===== config.mk =====
export PLATFORM = sky130hd
export DESIGN_NAME = chacha_core_iter
export DESIGN_NICKNAME = d
export VERILOG_FILES = /design/src/rtl/chacha_core_iter.sv
export SDC_FILE = /design/constraint.sdc
export NUM_CORES = 2
export LEC_CHECK = 0
export ABC_AREA = 1
export CAP_MARGIN = 30
export CELL_PAD_IN_SITES_DETAIL_PLACEMENT = 0
export CELL_PAD_IN_SITES_GLOBAL_PLACEMENT = 2
export CORE_MARGIN = 2
export CORE_UTILIZATION = 32
export CTS_CLUSTER_SIZE = 16
export DETAILED_ROUTE_END_ITERATION = 10
export PLACE_DENSITY_LB_ADDON = 0.1
export SYNTH_ARGS = -nofsm -noshare
export SYNTH_HDL_FRONTEND = slang
export SYNTH_SLANG_ARGS = --single-unit

===== constraint.sdc =====
create_clock -name clk -period 6 [get_ports clk]
set_input_delay 0.6 -clock clk [delete_from_list [all_inputs] [get_ports clk]]
set_output_delay 0.6 -clock clk [all_outputs]
set_load 0.01 [all_outputs]

===== src/rtl/chacha_core_iter.sv =====
// ===========================================================================
//  Module      : chacha_core_iter
//  Description : Iterative ChaCha block function, one quarter-round step per
//                clock, with optional feed-forward add of the input state.
//  Revision    : 1.0 - initial release
// ===========================================================================
`default_nettype none

module chacha_core_iter #(
  parameter int ROUNDS    = 20,
  parameter int FINAL_ADD = 1
) (
  input  logic         clk,
  input  logic         rst,
  input  logic         in_valid,
  output logic         in_ready,
  input  logic [511:0] in_state,
  output logic         out_valid,
  input  logic         out_ready,
  output logic [511:0] out_state,
  output logic         busy
);

  if ((ROUNDS < 2) || (ROUNDS > 30) || ((ROUNDS % 2) != 0)) begin : g_rounds_check
    $error("chacha_core_iter: ROUNDS must be even and within 2..30");
  end

  typedef enum logic [1:0] {
    S_IDLE = 2'd0,
    S_RUN  = 2'd1,
    S_ADD  = 2'd2,
    S_DONE = 2'd3
  } state_t;

  localparam logic [4:0] LAST_ROUND = 5'(ROUNDS - 1);

  state_t              state_q, state_d;
  logic [1:0]          step_q, step_d;
  logic [1:0]          qr_q, qr_d;
  logic [4:0]          round_q, round_d;
  logic [15:0][31:0]   work_q, work_d;
  logic [15:0][31:0]   orig_q, orig_d;
  logic [511:0]        out_q, out_d;

  logic [1:0]          qr_p1, qr_p2, qr_p3;
  logic [3:0]          idx_a, idx_b, idx_c, idx_d;
  logic [3:0]          idx_p, idx_m, idx_t;
  logic [31:0]         step_sum, step_mix, step_rot;
  logic [15:0][31:0]   step_work;

  // Word selection: diagonal rounds shift b/c/d columns by 1/2/3 positions.
  always_comb begin
    qr_p1 = qr_q + 2'd1;
    qr_p2 = qr_q + 2'd2;
    qr_p3 = qr_q + 2'd3;
    idx_a = {2'd0, qr_q};
    if (round_q[0]) begin
      idx_b = {2'd1, qr_p1};
      idx_c = {2'd2, qr_p2};
      idx_d = {2'd3, qr_p3};
    end else begin
      idx_b = {2'd1, qr_q};
      idx_c = {2'd2, qr_q};
      idx_d = {2'd3, qr_q};
    end
    // Even steps: a+=b, d^=a. Odd steps: c+=d, b^=c.
    idx_p = step_q[0] ? idx_c : idx_a;
    idx_m = step_q[0] ? idx_d : idx_b;
    idx_t = step_q[0] ? idx_b : idx_d;

    step_sum = work_q[idx_p] + work_q[idx_m];
    step_mix = work_q[idx_t] ^ step_sum;
    case (step_q)
      2'd0:    step_rot = {step_mix[15:0], step_mix[31:16]};
      2'd1:    step_rot = {step_mix[19:0], step_mix[31:20]};
      2'd2:    step_rot = {step_mix[23:0], step_mix[31:24]};
      default: step_rot = {step_mix[24:0], step_mix[31:25]};
    endcase

    step_work        = work_q;
    step_work[idx_p] = step_sum;
    step_work[idx_t] = step_rot;
  end

  always_comb begin
    state_d = state_q;
    step_d  = step_q;
    qr_d    = qr_q;
    round_d = round_q;
    work_d  = work_q;
    orig_d  = orig_q;
    out_d   = out_q;

    case (state_q)
      S_IDLE: begin
        if (in_valid) begin
          work_d  = in_state;
          orig_d  = in_state;
          step_d  = 2'd0;
          qr_d    = 2'd0;
          round_d = 5'd0;
          state_d = S_RUN;
        end
      end
      S_RUN: begin
        work_d = step_work;
        step_d = step_q + 2'd1;
        if (step_q == 2'd3) begin
          qr_d = qr_q + 2'd1;
          if (qr_q == 2'd3) begin
            if (round_q == LAST_ROUND) begin
              round_d = 5'd0;
              if (FINAL_ADD != 0) begin
                state_d = S_ADD;
              end else begin
                out_d   = step_work;
                state_d = S_DONE;
              end
            end else begin
              round_d = round_q + 5'd1;
            end
          end
        end
      end
      S_ADD: begin
        for (int i = 0; i < 16; i++) begin
          out_d[32*i +: 32] = work_q[i] + orig_q[i];
        end
        state_d = S_DONE;
      end
      default: begin
        if (out_ready) begin
          state_d = S_IDLE;
        end
      end
    endcase
  end

  always_ff @(posedge clk) begin
    if (rst) begin
      state_q <= S_IDLE;
      step_q  <= 2'd0;
      qr_q    <= 2'd0;
      round_q <= 5'd0;
      work_q  <= '0;
      orig_q  <= '0;
      out_q   <= '0;
    end else begin
      state_q <= state_d;
      step_q  <= step_d;
      qr_q    <= qr_d;
      round_q <= round_d;
      work_q  <= work_d;
      orig_q  <= orig_d;
      out_q   <= out_d;
    end
  end

  assign in_ready  = (state_q == S_IDLE) && !rst;
  assign busy      = (state_q != S_IDLE) && !rst;
  assign out_valid = (state_q == S_DONE);
  assign out_state = out_q;

endmodule

`default_nettype wire


# Word level (Yosys, flattened, before mapping)
# Cells that the tools add are included.
[word_totals] register_bits=1547 out_inout_bits=515
[classes] addsub=22 magnitude_cmp=5 eq_ne=12 muxes=36 bitwise=1 n_reduce_logical=15
[op_table] cell="bitwise mux 512 bit" count=2
[op_table] cell="case mux 512 bit (2 select lines)" count=1
[op_table] cell="adder 32 bit" count=17
[op_table] cell="two-way mux 512 bit" count=1
[op_table] cell="binary-select mux 32 bit (select 4 bit)" count=3
[op_table] cell="demux 32 bit (select 4 bit)" count=2
[op_table] cell="two-way mux 32 bit" count=5
[op_table] cell="case mux 32 bit (3 select lines)" count=1
[op_table] cell="bitwise XOR 32 bit" count=1
[op_table] cell="two-way mux 2 bit" count=10
[op_table] cell="two-way mux 5 bit" count=4
[op_table] cell="< comparator 4 x 5 -> 1 bit (second input constant)" count=3
[op_table] cell="two-way mux 4 bit" count=3
[op_table] cell="equality test 2 bit (second input constant)" count=5
[op_table] cell="case mux 5 bit (2 select lines)" count=1
[op_table] cell="greater-or-equal comparator 4 x 1 -> 1 bit (second input constant)" count=2
[op_table] cell="inequality test 2 bit (second input constant)" count=4
[op_table] cell="case mux 2 bit (2 select lines)" count=2
[op_table] cell="case mux 2 bit (3 select lines)" count=1
[op_table] cell="adder 5 x 1 -> 5 bit (second input constant)" count=1
[op_table] cell="equality test 5 bit (second input constant)" count=1
[op_table] cell="AND reduction 5 bit" count=1
[op_table] cell="adder 2 x 1 -> 2 bit (second input constant)" count=2
[op_table] cell="adder 2 bit (second input constant)" count=2
[op_table] cell="other kinds (9)" count=16

# Logic depth before layout (Yosys ltp)
[logic_depth] ltp_word=10 ltp_mapped=29

# Worst setup path after synthesis
# No wires, ideal clock.
[synth_timing] path_kind="register to register" from="register qr_q[1]" to="register work_q[213] (netlist bit)" setup_ps=119 t_arrival_ps=4098 slack_ps=1783 path_stages_with_launch=27 cell_sequence="dfxtp_1 ha_1 nand2_1 nand2_2 nand2_2 nand2_1 buf_4 clkbuf_1 nand2_1 a21oi_1 ha_1 inv_1 fa_1 inv_1 nand3_1 nand2_1 nand2_1 nand2_1 nand2_1 nand2_1 xor2_2 nand2_1 and2_1 or2_0 buf_2 nand3_1 a21oi_1"
[synth_between] elab_chain_cells=10 elab_cells_between_ends=31
[synth_lines] element="from (decl)" line="39" text="logic [1:0] qr_q, qr_d;"
[synth_lines] element="from (signal assigned)" line="151" text="qr_q <= qr_d;"
[synth_lines] element="adder 2 bit (tied with other cells)" line="54" text="qr_p2 = qr_q + 2'd2;"
[synth_lines] element="two-way mux 2 bit" line="57" text="if (round_q[0]) begin"
[synth_lines] element="two-way mux 4 bit (on tied branches)" line="67, 68"
[synth_lines] element="binary-select mux 32 bit (select 4 bit) (tied with other cells)" line="71" text="step_sum = work_q[idx_p] + work_q[idx_m];"
[synth_lines] element="two-way mux 32 bit (not written as such) / logical AND 1 bit (equally long branches)" line="71, 81"
[synth_lines] element="adder 32 bit / two-way mux 32 bit (equally long branches)" line="71, 81"
[synth_lines] element="bitwise XOR 32 bit / demux 32 bit (select 4 bit) (equally long branches)" line="72, 81"
[synth_lines] element="case mux 32 bit (3 select lines) / bitwise mux 512 bit (equally long branches)" line="73, 81"
[synth_lines] element="bitwise mux 512 bit *" line="82" text="step_work[idx_t] = step_rot;"
[synth_lines] element="case mux 512 bit (2 select lines) *" line="94" text="case (state_q)"
[synth_lines] element="to (signal assigned)" line="153" text="work_q <= work_d;"
[synth_lines] element="to (decl)" line="41" text="logic [15:0][31:0] work_q, work_d;"
# Every way passes the cells marked *; elsewhere a longest branch is shown, timed or not. The select of a mux whose other input is x is not followed.
# A chain may end at the register's enable or synchronous reset.

# Worst setup path in the final report
[layout_timing] from="register round_q[0]" to="register work_q[439] (netlist bit)"
[layout_between] elab_chain_cells=9 elab_cells_between_ends=28
[layout_lines] element="from (decl)" line="40" text="logic [4:0] round_q, round_d;"
[layout_lines] element="from (signal assigned)" line="152" text="round_q <= round_d;"
[layout_lines] element="two-way mux 2 bit" line="57"
[layout_lines] element="two-way mux 4 bit (on tied branches)" line="67, 68"
[layout_lines] element="binary-select mux 32 bit (select 4 bit) (tied with other cells)" line="71"
[layout_lines] element="two-way mux 32 bit (not written as such) / logical AND 1 bit (equally long branches)" line="71, 81"
[layout_lines] element="adder 32 bit / two-way mux 32 bit (equally long branches)" line="71, 81"
[layout_lines] element="bitwise XOR 32 bit / demux 32 bit (select 4 bit) (equally long branches)" line="72, 81"
[layout_lines] element="case mux 32 bit (3 select lines) / bitwise mux 512 bit (equally long branches)" line="73, 81"
[layout_lines] element="bitwise mux 512 bit *" line="82"
[layout_lines] element="case mux 512 bit (2 select lines) *" line="94"
# Marked as above.

==> qor.json <==
{
  "run_status": {"value": "finished clean"},
  "grt_antenna_before_repair": {"value": 27},
  "num_vias": {"value": 105000},
  "io_pins": {"value": 1031},
  "skew_pair_late_insertion_delay": {"value": 0.92, "unit": "ns"},
  "sequential_cell_area": {"value": 31000, "unit": "µm²"},
  "vertical_die_dimension": {"value": 549, "unit": "µm"},
  "cts_max_path_buffers": {"value": 4},
  "route.antenna.remaining_nets": {"value": 0},
  "multi_input_comb_area": {"value": 56100, "unit": "µm²"},
  "worst_slew_pin_slew": {"value": 1.17, "unit": "ns"},
  "drt-wirelength-per-cell": {"value": 28.3, "unit": "µm"},
  "yosys_most_used_dff": {"value": "dfxtp_1"},
  "ctsHtreeMaxLevel": {"value": 4},
  "drt_iter0_drc": {"value": 11200},
  "post-route-period-util": {"value": 0.947},
  "place.detailed.hpwl": {"value": 421000, "unit": "µm"},
  "cts_tree": {"value": "yes"},
  "timing.critical_path.fanout_max": {"value": 35},
  "floorplan.core_area": {"value": 296000, "unit": "µm²"},
  "number_of_inserted_filler_cells_in_the_final_layout": {"value": 31600},
  "netlist-cell-type-count": {"value": 64},
  "hold_viol": {"value": 0},
  "netlist_area": {"value": 95000, "unit": "µm²"},
  "worstHoldPathType": {"value": "input port to flop"},
  "period_minus_slack": {"value": 5.68, "unit": "ns"},
  "most_common_library_cell_in_the_layout_ignoring_fill_and_taps": {"value": "nor2_1"},
  "worst_ep_arrival_time": {"value": 6.44, "unit": "ns"},
  "timing.max_slew.rel_slack": {"value": 0.217},
  "grt_start_max_net_pins": {"value": 175},
  "timing.critical_path.required": {"value": 6.76, "unit": "ns"},
  "finalWirelength": {"value": 541000, "unit": "µm"},
  "place.port_buffers": {"value": 1030},
  "postSynthAreaPerCell": {"value": 6.67, "unit": "µm²"},
  "design.final.nets": {"value": 16100},
  "numClockSinks": {"value": 1547},
  "synth_fa_ha_area_frac": {"value": 0.0743},
  "start_util": {"value": 0.321},
  "fraction_of_layout_instances_using_a_drive_strength_above_1": {"value": 0.0490},
  "setup_skew_after_layout": {"value": 0.0437, "unit": "ns"},
  "grt_use_total": {"value": 0.343},
  "area_growth_syn_to_layout": {"value": 22.8, "unit": "%"},
  "async_reset_ff_frac": {"value": 0},
  "synth_enable_flop_cells": {"value": 0},
  "timing.critical_path.from_type": {"value": "flop"},
  "first_global_vias": {"value": 98400},
  "synth-xor-area-share": {"value": 0.0352},
  "clk_root_buffer_cell": {"value": "clkbuf_16"},
  "slew_viol_final": {"value": 0},
  "flip_flop_and_latch_count_after_synthesis": {"value": 1547},
  "first_pass_grt_wire_length": {"value": 748000, "unit": "µm"},
  "yosysWarningCount": {"value": 0},
  "seq_area_frac_synth": {"value": 0.326},
  "syn-num-nets": {"value": 15300},
  "final.setup.tns": {"value": 0, "unit": "ns"},
  "drcViolationCount": {"value": 0},
  "finalWeightedCongestion": {"value": 1.01},
  "globalRouteOverflowTotal": {"value": 0},
  "synth_instances": {"value": 14200},
  "setup_viol": {"value": 0},
  "crit_type": {"value": "flop to flop"},
  "combinational_family_with_the_most_area_after_synthesis": {"value": "compound AO/OA/AOI/OAI gates"},
  "fp.dieW": {"value": 549, "unit": "µm"},
  "post_synth_mux_area_share": {"value": 0.000105},
  "cap_viol_max_count": {"value": 0},
  "layout.cells.most_common_list": {"value": "nor2_1 (2305), nand2_1 (2039), o21ai_0 (1739), a21oi_1 (1575), dfxtp_1 (1545)"},
  "number_of_buffers_created_by_cts": {"value": 197},
  "worst_setup_hold_path_clk_slew": {"value": 0.06, "unit": "ns"},
  "cp-end-kind": {"value": "flop"},
  "detail_route.first_pass.iterations": {"value": 6},
  "rows": {"value": 200},
  "post_drt_via_cell_ratio": {"value": 5.47},
  "synth-compound-area-share": {"value": 0.240},
  "synthSimpleGateAreaFrac": {"value": 0.238},
  "achievable-frequency": {"value": 176, "unit": "MHz"},
  "area_of_the_die": {"value": 301000, "unit": "µm²"}
}
state kept, by name, summed over array words and instances (netlist names):
name	count
orig_q	512
out_state	512
state_q	2
qr_q	2
work_q	512
step_q	2
round_q	5
cells in the mapped netlist (21+ instances only):
| cell type | n | area share |
|---|---|---|
| xnor2_1 | 185 | 0.017 |
| o211ai_1 | 162 | 0.013 |
| and2_1 | 21 | 0.0014 |
| a31oi_1 | 80 | 0.0053 |
| o21ai_1 | 31 | 0.0016 |
| a21boi_0 | 78 | 0.0062 |
| nand2_1 | 2041 | 0.081 |
| inv_1 | 1395 | 0.055 |
| or2_2 | 61 | 0.0040 |
| nor4_1 | 34 | 0.0022 |
| nand3_1 | 707 | 0.037 |
| nor2_1 | 2320 | 0.092 |
| buf_1 | 60 | 0.0024 |
| xor2_1 | 193 | 0.018 |
| clkbuf_1 | 585 | 0.023 |
| dfxtp_1 | 1547 | 0.33 |
| o21ai_0 | 1742 | 0.092 |
| a22oi_1 | 32 | 0.0025 |
| nor3_1 | 163 | 0.0086 |
| o21bai_1 | 133 | 0.011 |
| o22ai_1 | 34 | 0.0022 |
| a21o_1 | 66 | 0.0052 |
| a221oi_1 | 160 | 0.015 |
| ha_1 | 537 | 0.071 |
| buf_2 | 42 | 0.0022 |
| a21oi_1 | 1582 | 0.083 |
| nand3b_1 | 24 | 0.0019 |
layout make-up:
class | count | share of cell area
multi-input cells | 10600 | 0.481
flip-flops and latches | 1547 | 0.265
repair buffers | 1263 | 0.107
clock buffers | 285 | 0.0492
inverters | 1422 | 0.0460
well taps | 3939 | 0.0422
clock inverters | 75 | 0.00903
diodes | 12 | 0.000257
critical path: stages, from the launching register on:
cell      delay, ns
dfxtp_1        0.51
inv_2          0.18
nand2_2        0.11
nand2_4        0.13
buf_12         0.21
buf_4          0.20
nand2_1        0.06
o21ai_0        0.18
buf_4          0.24
nand2_1        0.06
nand2_1        0.09
a21oi_1        0.53
inv_1          0.10
ha_1           0.33
nand3_1        0.09
nand3_1        0.26
nand3_1        0.17
nand3b_1       0.26
xnor2_1        0.57
o21ai_1        0.24
nand3_1        0.16
nand4_2        0.48
nand3_1        0.25
a21oi_1        0.08
what timing repair did:
action                                 in CTS  in global routing
buffers inserted                            0                  0
hold buffers                                0                  0
resized for setup                           0                  7
endpoints found under the hold margin       0                  0
setup endpoints to repair                   0                 33
metal layers:
metal,wire [µm],part of all wire,up-vias,global-route usage
met5,47,0.000087,-,0
met4,33900,0.063,8,0.186
met3,36600,0.068,948,0.0467
met2,243000,0.45,4648,0.553
met1,227000,0.42,49900,0.443
li1,-,-,49100,-
path summary, 6_finish.rpt:
path / startpoint / end / cells after the start / slack [ns]
worst max-delay path: round_q[0] / work_q[439] / 23 / 0.32
worst min-delay path: rst / out_state[351] / 4 / 0.21
worst max register to register: round_q[0] / work_q[439] / 23 / 0.32
worst min register to register: out_state[307] / out_state[307] / 2 / 0.48
cell families after synthesis:
| group | count (synthesis) |
|---|---|
| and+or+nand+nor | 5483 |
| AOI/OAI and AO/OA | 4142 |
| buffers and inverters | 2135 |
| DFF | 1547 |
| adders and majority gates | 554 |
| xor gates and xnor gates | 380 |
| muxes | 1 |
through the flow:
stage | cell area, µm² | worst slack (ns) | hold WS (ns) | instances | utilization
3_5_place_dp | 110000 | 0.310 | 0.465 | 18700 | 0.371
6_report | 117000 | 0.320 | 0.209 | 19100 | 0.394
2_1_floorplan | 95000 | 1.78 | 0.454 | 14200 | -
3_3_place_gp | 110000 | 0.292 | 0.463 | 18700 | 0.370
5_1_grt | 117000 | -0.000917 | 0.250 | 19100 | 0.394
4_1_cts | 117000 | 0.298 | 0.185 | 19100 | 0.394
Power is left out: the tool's default activity adds up to more than one toggle a clock period on the data nets, which glitch-free logic cannot reach.
